<file path="src/rtl/alu_result_buffer_if.sv">
// Handshake bundle for the ALU result buffer.
// Upstream result push side and downstream head/pop side.
interface alu_result_buffer_if;
  logic       IN_VALID;
  logic       IN_READY;
  logic [2:0] OP;
  logic [4:0] ALU_OUT;
  logic       OUT_VALID;
  logic       OUT_READY;
  logic [2:0] OUT_OP;
  logic [4:0] OUT_DATA;
  logic       OUT_ZERO;
  logic       OUT_MSB;

  modport slave (
    input  IN_VALID, OP, ALU_OUT, OUT_READY,
    output IN_READY, OUT_VALID, OUT_OP,
    output OUT_DATA, OUT_ZERO, OUT_MSB
  );

  modport master (
    output IN_VALID, OP, ALU_OUT, OUT_READY,
    input  IN_READY, OUT_VALID, OUT_OP,
    input  OUT_DATA, OUT_ZERO, OUT_MSB
  );
endinterface

</file>
<file path="src/rtl/alu_result_buffer.sv">
// Show-ahead FIFO of tagged ALU results with
// occupancy, saturating push count and sticky stall flag.
module alu_result_buffer #(
  parameter int DEPTH = 4
) (
  input  logic                   CLK,
  input  logic                   RST_N,
  alu_result_buffer_if.slave     bus,
  output logic [$clog2(DEPTH):0] COUNT,
  output logic [7:0]             TOTAL_CNT,
  output logic                   STALL_FLAG
);
  localparam int AW = $clog2(DEPTH);
  localparam int CW = AW + 1;

  logic [7:0]    mem_q [DEPTH];
  logic [AW-1:0] wr_ptr_q, wr_ptr_d;
  logic [AW-1:0] rd_ptr_q, rd_ptr_d;
  logic [CW-1:0] count_q, count_d;
  logic [7:0]    total_q, total_d;
  logic          stall_q, stall_d;

  logic       in_ready;
  logic       out_valid;
  logic       push;
  logic       pop;
  logic [7:0] head;

  // Ready comes only from registered occupancy, so a
  // full buffer never accepts even while popping.
  assign in_ready  = count_q < CW'(DEPTH);
  assign out_valid = count_q != '0;
  assign push      = bus.IN_VALID & in_ready;
  assign pop       = out_valid & bus.OUT_READY;
  assign head      = mem_q[rd_ptr_q];

  always_comb begin
    wr_ptr_d = wr_ptr_q;
    rd_ptr_d = rd_ptr_q;
    count_d  = count_q;
    total_d  = total_q;
    stall_d  = stall_q;
    if (push) wr_ptr_d = wr_ptr_q + AW'(1);
    if (pop)  rd_ptr_d = rd_ptr_q + AW'(1);
    unique case ({push, pop})
      2'b10:   count_d = count_q + CW'(1);
      2'b01:   count_d = count_q - CW'(1);
      default: count_d = count_q;
    endcase
    if (push && total_q != 8'hFF)
      total_d = total_q + 8'd1;
    if (bus.IN_VALID && !in_ready)
      stall_d = 1'b1;
  end

  always_ff @(posedge CLK) begin
    if (!RST_N) begin
      wr_ptr_q <= '0;
      rd_ptr_q <= '0;
      count_q  <= '0;
      total_q  <= '0;
      stall_q  <= 1'b0;
    end else begin
      wr_ptr_q <= wr_ptr_d;
      rd_ptr_q <= rd_ptr_d;
      count_q  <= count_d;
      total_q  <= total_d;
      stall_q  <= stall_d;
    end
  end

  // Storage is not reset; occupancy alone decides validity.
  always_ff @(posedge CLK) begin
    if (RST_N && push)
      mem_q[wr_ptr_q] <= {bus.OP, bus.ALU_OUT};
  end

  assign bus.IN_READY  = in_ready;
  assign bus.OUT_VALID = out_valid;
  assign bus.OUT_OP    = out_valid ? head[7:5] : 3'd0;
  assign bus.OUT_DATA  = out_valid ? head[4:0] : 5'd0;
  assign bus.OUT_ZERO  = out_valid && head[4:0] == 5'd0;
  assign bus.OUT_MSB   = out_valid && head[4];

  assign COUNT      = count_q;
  assign TOTAL_CNT  = total_q;
  assign STALL_FLAG = stall_q;
endmodule

</file>
<file path="src/flat_wrapper.sv">
// flat-port wrapper written by rule: the top's interface ports become plain ports
module alu_result_buffer_flat 
#(
  parameter int DEPTH = 4
)
  (CLK, RST_N, COUNT, TOTAL_CNT, STALL_FLAG, bus_IN_VALID, bus_OP, bus_ALU_OUT, bus_OUT_READY, bus_IN_READY, bus_OUT_VALID, bus_OUT_OP, bus_OUT_DATA, bus_OUT_ZERO, bus_OUT_MSB);
  alu_result_buffer_if bus_i ();
  input  logic CLK;
  input  logic RST_N;
  output logic [$clog2(DEPTH):0] COUNT;
  output logic [7:0] TOTAL_CNT;
  output logic STALL_FLAG;
  input wire logic [$bits(bus_i.IN_VALID)-1:0] bus_IN_VALID;
  input wire logic [$bits(bus_i.OP)-1:0] bus_OP;
  input wire logic [$bits(bus_i.ALU_OUT)-1:0] bus_ALU_OUT;
  input wire logic [$bits(bus_i.OUT_READY)-1:0] bus_OUT_READY;
  output wire logic [$bits(bus_i.IN_READY)-1:0] bus_IN_READY;
  output wire logic [$bits(bus_i.OUT_VALID)-1:0] bus_OUT_VALID;
  output wire logic [$bits(bus_i.OUT_OP)-1:0] bus_OUT_OP;
  output wire logic [$bits(bus_i.OUT_DATA)-1:0] bus_OUT_DATA;
  output wire logic [$bits(bus_i.OUT_ZERO)-1:0] bus_OUT_ZERO;
  output wire logic [$bits(bus_i.OUT_MSB)-1:0] bus_OUT_MSB;
  assign bus_i.IN_VALID = bus_IN_VALID;
  assign bus_i.OP = bus_OP;
  assign bus_i.ALU_OUT = bus_ALU_OUT;
  assign bus_i.OUT_READY = bus_OUT_READY;
  assign bus_IN_READY = bus_i.IN_READY;
  assign bus_OUT_VALID = bus_i.OUT_VALID;
  assign bus_OUT_OP = bus_i.OUT_OP;
  assign bus_OUT_DATA = bus_i.OUT_DATA;
  assign bus_OUT_ZERO = bus_i.OUT_ZERO;
  assign bus_OUT_MSB = bus_i.OUT_MSB;
  alu_result_buffer #(.DEPTH(DEPTH)) u_core (.CLK(CLK), .RST_N(RST_N), .bus(bus_i), .COUNT(COUNT), .TOTAL_CNT(TOTAL_CNT), .STALL_FLAG(STALL_FLAG));
endmodule
</file>
<file path="config.mk">
export PLATFORM = sky130hd
export DESIGN_NAME = alu_result_buffer_flat
export DESIGN_NICKNAME = d
export VERILOG_FILES = /design/src/rtl/alu_result_buffer_if.sv /design/src/rtl/alu_result_buffer.sv /design/src/flat_wrapper.sv
export SDC_FILE = /design/constraint.sdc
export NUM_CORES = 1
export LEC_CHECK = 0
export ABC_AREA = 1
export CAP_MARGIN = 40
export CORE_MARGIN = 2
export CORE_UTILIZATION = 53
export CTS_BUF_LIST = sky130_fd_sc_hd__clkbuf_16
export CTS_CLUSTER_DIAMETER = 120
export DETAILED_ROUTE_END_ITERATION = 16
export GPL_TIMING_DRIVEN = 0
export PLACE_DENSITY = 0.91
export SYNTH_ARGS = -nofsm -noshare
export SYNTH_HDL_FRONTEND = slang
export SYNTH_SLANG_ARGS = --single-unit
</file>
<file path="constraint.sdc">
create_clock -name CLK -period 2.15 [get_ports CLK]
set_clock_uncertainty 0.15 [all_clocks]
set_input_delay 0.645 -clock CLK [delete_from_list [all_inputs] [get_ports CLK]]
set_output_delay 0.645 -clock CLK [all_outputs]
set_load 0.02 [all_outputs]
</file>
==> results.cfg, run 1 <==
[run_status]
outcome = complete, but fails checks
violations = setup timing

[pwr]
powerDensity_mw_per_mm2 = 1140
p_total_uw = 3560
leakage_uw = 0.00127
ir_worst_vdd_mv = 0.824

[synthesis]
yosysTopAreaCell = edfxtp_1
synthTopCellsByArea = edfxtp_1 (42%), dfxtp_1 (16%), nand2_1 (9.0%)
syn_inst = 241
synth_nets = 260
synth_seq_cells = 50
synth.top_cell.area_share = 0.420
yosysUniqueCellTypes = 26
avgSynthCellArea_um2 = 9.50
yosysWarnings = 0
syn_area_mm2 = 0.00229
yosysSeqAreaShare = 0.577

[worst_setup_path]
crit_path_start_kind = register
path_common_cell = nand2_1
reg2reg_depth = 11
cp-end-kind = primary output
path_cells = buf_6 -> nand2_1 -> nand3_1 -> nand2_1 -> nand2_1 -> inv_1 -> nand2_1 -> nor2_2 -> buf_6
slowest_delay_ns = 0.39
crit_required_ns = 1.35
path_class = reg2out
path_max_fanout = 6
critPathSlowestCell = dfxtp_4
cp.arrival_ns = 1.46

[sta]
tightest_slew_ns = 0.280
max-slew-margin-rel = 0.813
fin_ws_ns = -0.106
slew_violations = 0
fmax_mhz = 443
rsz0062_at_grt = yes
finalHoldViolations = 0
fin_crit_sh = 1.05
finalSetupViolCount = 4
finalCriticalPeriod_ns = 2.26

[routing]
wl_met1_mm = 1.80
dr_wl_met2_mm = 2.51
wl_met3_um = 247
dr.pass1.iters = 4
finalWirelength_mm = 4.60
highest_layer = met4
drcViolationCount = 0
ant_nets = 0
drt_first_iter_violations = 107
vias = 1737
vias_per_cell = 5.09
wl_per_cell_um = 13.5

[worst_hold_path]
hold_class = reg2reg
min_path_cells = 2

[floorplanning]
fp-row-count = 23
fp.dieArea_mm2 = 0.00486
start_util = 0.560
fp.dieH_um = 69.7
ios = 36
core_area_mm2 = 0.00409
dieWidth_um = 69.7

[clock_network]
cts_sinks = 50
clk_pin_slew_ns = 0.06
cts-root-buf = clkbuf_16
cts_tree = built
cts_buffer_depth = 2
clock_latency_ns = 0.29
cts_made_buffers = 5
cts_hold_buffers = 0
htreeDepth = 2

[global_route]
grt_usage = 0.189
overflow = 0
grt_max_degree = 17
grt_pass1_vias = 1645
antenna_found_initial = 0
grt_pass1_wl_mm = 7.25

[layout]
final_common_cell = nand2_1
diodes = 0
drive_gt1_frac = 0.282
final_nets = 309
stdcell_count = 341
nFillCells = 279
final_cell_mix = nand2_1 (42), edfxtp_1 (32), nor2_1 (29), inv_1 (24), clkdlybuf4s50_1 (22)
area_growth_pct = 35.8
fin_area_mm2 = 0.00311

[job]
maxCapViolCount = 0

[place]
gp_congestion = 0.742
dp_cells = 326
portBuffers = 35
post-dp-hpwl_mm = 2.74
post_dp_cell_area_mm2 = 0.00271
dp_worst_setup_slack_ns = -0.546
[per-stage QoR]
step,utilization,setup TNS [ns],hold slack [ns]
3_3_place_gp,0.662,-18.39,0.312
4_1_cts,0.732,-1.99,0.351
2_1_floorplan,-,0,0.315
5_1_grt,0.761,-0.779,0.381
6_report,0.761,-0.235,0.345
3_5_place_dp,0.662,-19.29,0.327
[path summary, 6_finish.rpt]
kind	startpoint	endpoint	slack (ns)
worst max-delay path	register	bus_OUT_ZERO	-0.11
worst min register to register	u_core.rd_ptr_q[1]	u_core.rd_ptr_q[1]	0.34
worst max register to register	u_core.COUNT[1]	u_core.COUNT[2]	0.26
worst min-delay path	u_core.rd_ptr_q[1]	u_core.rd_ptr_q[1]	0.34
[area by class of cell]
cell class	count	area, um^2	area share
Timing Repair Buffer	43	434	0.140
Multi-Input combinational cell	154	918	0.295
Sequential cell	50	1330	0.426
Buffer	5	70.1	0.0225
Tap cell	50	62.6	0.0201
Inverter	31	153	0.0491
Clock inverter	3	21.3	0.00684
Clock buffer	5	125	0.0402
[layer usage]
layer | track usage | vias up
met5 | 0 | -
met4 | 0.0726 | 0
met3 | 0.0436 | 5
met2 | 0.350 | 45
met1 | 0.208 | 808
li1 | - | 879
[cells in the mapped netlist]
cell type  instances
o21ai_1            1
nand3_1           17
dfxtp_1           18
nand2_1           55
edfxtp_1          32
fa_1               1
nand3_4            1
inv_2              3
clkbuf_8           1
xor2_1             1
a21oi_1           17
nor3_1             2
nand3_2            1
o21ai_0           12
nor2_4             1
nor2_2             1
clkinv_16          1
buf_8              1
ha_1               6
inv_6              1
nand3b_1           1
buf_6              2
buf_4              2
inv_1             26
nor2_1            36
nand2_4            1
[critical path, delay by kind of cell (launching register included)]
kind / cells / cell delay, ns
buffers and inverters: 3 / 0.30
AND/OR/NAND/NOR: 6 / 0.49
flip-flops: 1 / 0.39
[sequential cells by signal, summed over array words and instances (netlist names), named ones only]
register	cells
u_core.mem_q	32
u_core.TOTAL_CNT	8
u_core.COUNT	3
u_core.rd_ptr_q	2
u_core.wr_ptr_q	2
u_core.STALL_FLAG	1
[cells by family (layout without fill, tap and decap cells)]
family | after synthesis | in the layout | synth area share
buffers and inverters | 37 | 87 | 0.0934
xor gates and xnor gates | 1 | 1 | 0.00383
adders and majority gates | 7 | 7 | 0.0415
DFF | 50 | 50 | 0.577
AOI/OAI and AO/OA | 30 | 30 | 0.0656
and+or+nand+nor | 116 | 116 | 0.219
[where the power goes]
group | switching, uW | total (uW) | internal [uW]
clock | 334 | 765 | 430
sequential | 78.6 | 1210 | 1130
combinational | 889 | 1590 | 696
total | 1300 | 3560 | 2260
[what timing repair did]
action,4_1_cts,5_1_grt
pin swaps,11,9
resized for setup,84,33
endpoints found under the setup margin,44,36
gates cloned,1,1
buffers inserted,5,1
(Power assumes the default switching activity.)
==> run 2, diff against run 1 <==
--- a/config.mk
+++ b/config.mk
@@ -16,2 +16,3 @@
 export PLACE_DENSITY = 0.91
+export SLEW_MARGIN = 5
 export SYNTH_ARGS = -nofsm -noshare
==> constraint.sdc (replaced) <==
create_clock -name CLK -period 2.15 [get_ports CLK]
set_clock_uncertainty 0.15 [all_clocks]
set_input_delay 0.43 -clock CLK [delete_from_list [all_inputs] [get_ports CLK]]
set_output_delay 0.43 -clock CLK [all_outputs]
set_load 0.02 [all_outputs]
==> results.cfg, run 2 (synthesized netlist as in run 1, its figures left out) <==
[pwr]
ir_worst_vdd_mv = 0.715
leakage_uw = 0.00118
powerDensity_mw_per_mm2 = 1150
p_total_uw = 3320

[sta]
finalCriticalPeriod_ns = 2.06
fmax_mhz = 486
slew_violations = 0
max-slew-margin-rel = 0.681
finalHoldViolations = 0
finalSetupViolCount = 0
fin_crit_sh = 0.957
tightest_slew_ns = 0.478
rsz0062_at_grt = yes

[layout]
final_common_cell = nand2_1
diodes = 0
largest-register = u_core.mem_q
area_growth_pct = 26.0
largest_reg_flops = 32
fin_area_mm2 = 0.00288
final_cell_mix = nand2_1 (54), edfxtp_1 (32), nor2_1 (30), inv_1 (26), clkdlybuf4s50_1 (25)
final_nets = 303
drive_gt1_frac = 0.151

[global_route]
grt_max_degree = 16
grt_pass1_vias = 1600
grt_pass1_wl_mm = 6.93
overflow = 0
grt_usage = 0.182
antenna_found_initial = 0

[floorplanning]
fp-row-count = 23
start_util = 0.560
fp.dieH_um = 69.7
fp.dieArea_mm2 = 0.00486
ios = 36
core_area_mm2 = 0.00409
dieWidth_um = 69.7

[place]
portBuffers = 35
gp_congestion = 0.759
post_dp_cell_area_mm2 = 0.00270
post-dp-hpwl_mm = 2.76

[routing]
drcViolationCount = 0
vias_per_cell = 5.03
drt_first_iter_violations = 141
dr.pass1.iters = 4
vias = 1684
ant_nets = 0
finalWirelength_mm = 4.23
wl_per_cell_um = 12.6

[job]
maxCapViolCount = 0

[worst_setup_path]
path_common_cell = nor2_1
critical-path-top-delay-family = buffers and inverters
crit_required_ns = 1.57
cp-end-kind = primary output
path_max_fanout = 10
path_cells = buf_6 -> buf_8 -> nor2_1 -> nor2_1 -> o21ai_0 -> a21oi_1 -> buf_4
crit_path_start_kind = register
slowest_delay_ns = 0.32
path_class = reg2out
critPathBufInv = 3
cp.arrival_ns = 1.48
critPathSlowestCell = dfxtp_2

[clock_network]
cts_sinks = 50
cts_tree = built
clk_pin_slew_ns = 0.06
cts-root-buf = clkbuf_16
cts_hold_buffers = 0
cts_made_buffers = 5
clock_latency_ns = 0.29
htreeDepth = 2
cts_buffer_depth = 2

[run_status]
outcome = completed

[worst_hold_path]
hold_class = reg2reg
[run 2: final timing paths]
path                      from                 to  slack, ns  depth (start not counted)
max                   register      bus_OUT_OP[2]       0.09                          7
min          u_core.STALL_FLAG  u_core.STALL_FLAG       0.34                          2
max reg2reg    u_core.COUNT[1]    u_core.COUNT[2]       0.15                         11
min reg2reg  u_core.STALL_FLAG  u_core.STALL_FLAG       0.34                          2
[run 2: per-layer routing]
layer / track usage / vias up / part of all wire
met5: 0 / - / 0
met1: 0.214 / 759 / 0.42
met4: 0.0769 / 0 / 0.027
met3: 0.0363 / 13 / 0.049
li1: - / 865 / -
met2: 0.324 / 47 / 0.51
[run 2: worst register-to-register path: stages (launching register included)]
cell and delay [ns]:
dfxtp_1 0.35, inv_1 0.09, nand3_2 0.14, nand2_2 0.11, inv_2 0.08, ha_1 0.15
inv_1 0.07, fa_1 0.38, nand2_1 0.08, nand3_1 0.09, o21ai_0 0.15, a21oi_1 0.06
[run 2: per-stage QoR]
| step | setup TNS (ns) | setup WS [ns] | hold slack, ns | util | instances |
|---|---|---|---|---|---|
| floorplan | 0 | 0.0412 | 0.315 | - | 241 |
| global placement | -9.82 | -0.308 | 0.309 | 0.662 | 326 |
| finish | 0 | 0.0919 | 0.343 | 0.706 | 335 |
| global route | -0.118 | -0.0173 | 0.400 | 0.706 | 335 |
| detailed placement | -10.95 | -0.381 | 0.319 | 0.662 | 326 |
| CTS | 0 | 0.00265 | 0.344 | 0.703 | 334 |
[run 2: what timing repair did]
item                       4_1_cts  5_1_grt
buffers inserted                 0        1
pin swaps                        0        3
resized for setup               27       20
setup endpoints to repair       34       26
[run 2: area by class of cell]
cell class / instances / area [um^2]
Buffer: 6 / 71.3
Clock buffer: 5 / 125
Clock inverter: 3 / 41.3
Fill cell: 306 / 1200
Inverter: 31 / 150
Multi-Input combinational cell: 154 / 776
Sequential cell: 50 / 1330
Tap cell: 50 / 62.6
Timing Repair Buffer: 36 / 333
[run 2: where the power goes]
part	internal [uW]	leakage, uW	switching [uW]	total, uW
clock	544	0.0000812	317	861
combinational	495	0.000664	781	1280
sequential	1130	0.000439	56.7	1190
==> run 3, diff against run 2 <==
- TNS_END_PERCENT: not set -> 10
==> results.cfg, run 3 (synthesized netlist as in run 1, its figures left out) <==
[global_route]
overflow = 0
grt_usage = 0.181
antenna_found_initial = 0
grt_pass1_vias = 1592
grt_max_degree = 16
grt_pass1_wl_mm = 6.91

[worst_setup_path]
cp.arrival_ns = 1.98
path_class = in2reg
crit_path_start_kind = input port
cp-end-kind = register
path_max_fanout = 10
crit_required_ns = 1.92

[place]
gp_congestion = 0.759
post-dp-hpwl_mm = 2.76
portBuffers = 35
dp_cells = 326
post_dp_cell_area_mm2 = 0.00270

[layout]
fin_area_mm2 = 0.00285
final_cell_mix = nand2_1 (54), nor2_1 (33), edfxtp_1 (32), inv_1 (26), clkdlybuf4s50_1 (25)
final_common_cell = nand2_1
stdcell_count = 334
diodes = 0
largest-register = u_core.mem_q
final_core_util = 0.698
final_nets = 302
drive_gt1_frac = 0.134
area_growth_pct = 24.6
largest_reg_flops = 32
nFillCells = 312

[run_status]
violations = setup timing
outcome = complete, but fails checks

[sta]
max-slew-margin-rel = 0.492
hold_ws_ns = 0.343
fin_ws_ns = -0.0684
rsz0062_at_grt = yes
slew_violations = 0
finalSetupViolCount = 16
fmax_mhz = 451
fin_crit_sh = 1.03
finalHoldViolations = 0
fin_setup_tns_ns = -0.703
tightest_slew_ns = 0.760
finalCriticalPeriod_ns = 2.22

[pwr]
ir_worst_vdd_mv = 0.699
powerDensity_mw_per_mm2 = 1150
leakage_uw = 0.00118

[routing]
dr.pass1.iters = 7
vias = 1677
wl_per_cell_um = 12.5
vias_per_cell = 5.02
drt_first_iter_violations = 153
finalWirelength_mm = 4.19
ant_nets = 0
drcViolationCount = 0

[clock_network]
cts_buffer_depth = 2
clk_pin_slew_ns = 0.06
cts_made_buffers = 5
cts_tree = built
cts-root-buf = clkbuf_16
cts_hold_buffers = 0
cts_sinks = 50
htreeDepth = 2
post_cts_buffers = 0
clock_latency_ns = 0.29

[job]
maxCapViolCount = 0

[worst_hold_path]
hold_class = reg2reg

[floorplanning]
ios = 36
fp.dieH_um = 69.7
fp-row-count = 23
start_util = 0.560
fp.dieArea_mm2 = 0.00486
core_area_mm2 = 0.00409
dieWidth_um = 69.7
run 3: where the power goes:
part           switching, uW  total [uW]  internal, uW
clock                    322         866           544
sequential              55.9        1190          1130
combinational            764        1240           477
total                   1140        3290          2150
run 3: path summary, 6_finish.rpt:
kind | start | to | slack (ns) | cells past startpoint
min | u_core.STALL_FLAG | u_core.STALL_FLAG | 0.34 | 2
max reg2reg | u_core.COUNT[2] | u_core.mem_q[3][6] | 0.17 | 5
max | bus_IN_VALID | u_core.mem_q[3][6] | -0.07 | 5
min reg2reg | u_core.STALL_FLAG | u_core.STALL_FLAG | 0.34 | 2
run 3: worst max-delay path, cell delays in order:
cell	delay [ns]
clkdlybuf4s50_1	0.52
nand2_4	0.11
inv_2	0.15
nand2_1	0.15
nor2_1	0.61
run 3: layout make-up:
| type | instances | area, um^2 | share of cell area |
|---|---|---|---|
| multi-input combinational | 154 | 764 | 0.268 |
| sequential | 50 | 1320 | 0.464 |
| clock inverter | 3 | 41.3 | 0.0145 |
| buffer | 6 | 71.3 | 0.0250 |
| clock buffer | 5 | 125 | 0.0438 |
| tap | 50 | 62.6 | 0.0219 |
| inverter | 31 | 148 | 0.0517 |
| timing repair buffer | 35 | 318 | 0.111 |
run 3: what timing repair did:
item / 4_1_cts / 5_1_grt
endpoints found under the setup margin: 34 / 33
pin swaps: 0 / 2
hold endpoints to repair: 0 / 0
gates resized for setup: 23 / 17
run 3: stage by stage:
step           total power, uW  worst slack [ns]
2_1_floorplan             2010            0.0412
4_1_cts                   3290           -0.0291
3_3_place_gp              2460            -0.308
6_report                  3290           -0.0684
3_5_place_dp              2490            -0.381
5_1_grt                   3470            -0.202
run 3: routing by layer:
metal / up-vias / share of wire / global-route usage
met1: 758 / 0.42 / 0.214
met3: 11 / 0.046 / 0.0349
met4: 0 / 0.022 / 0.0812
li1: 863 / - / -
met5: - / 0 / 0
met2: 45 / 0.51 / 0.321
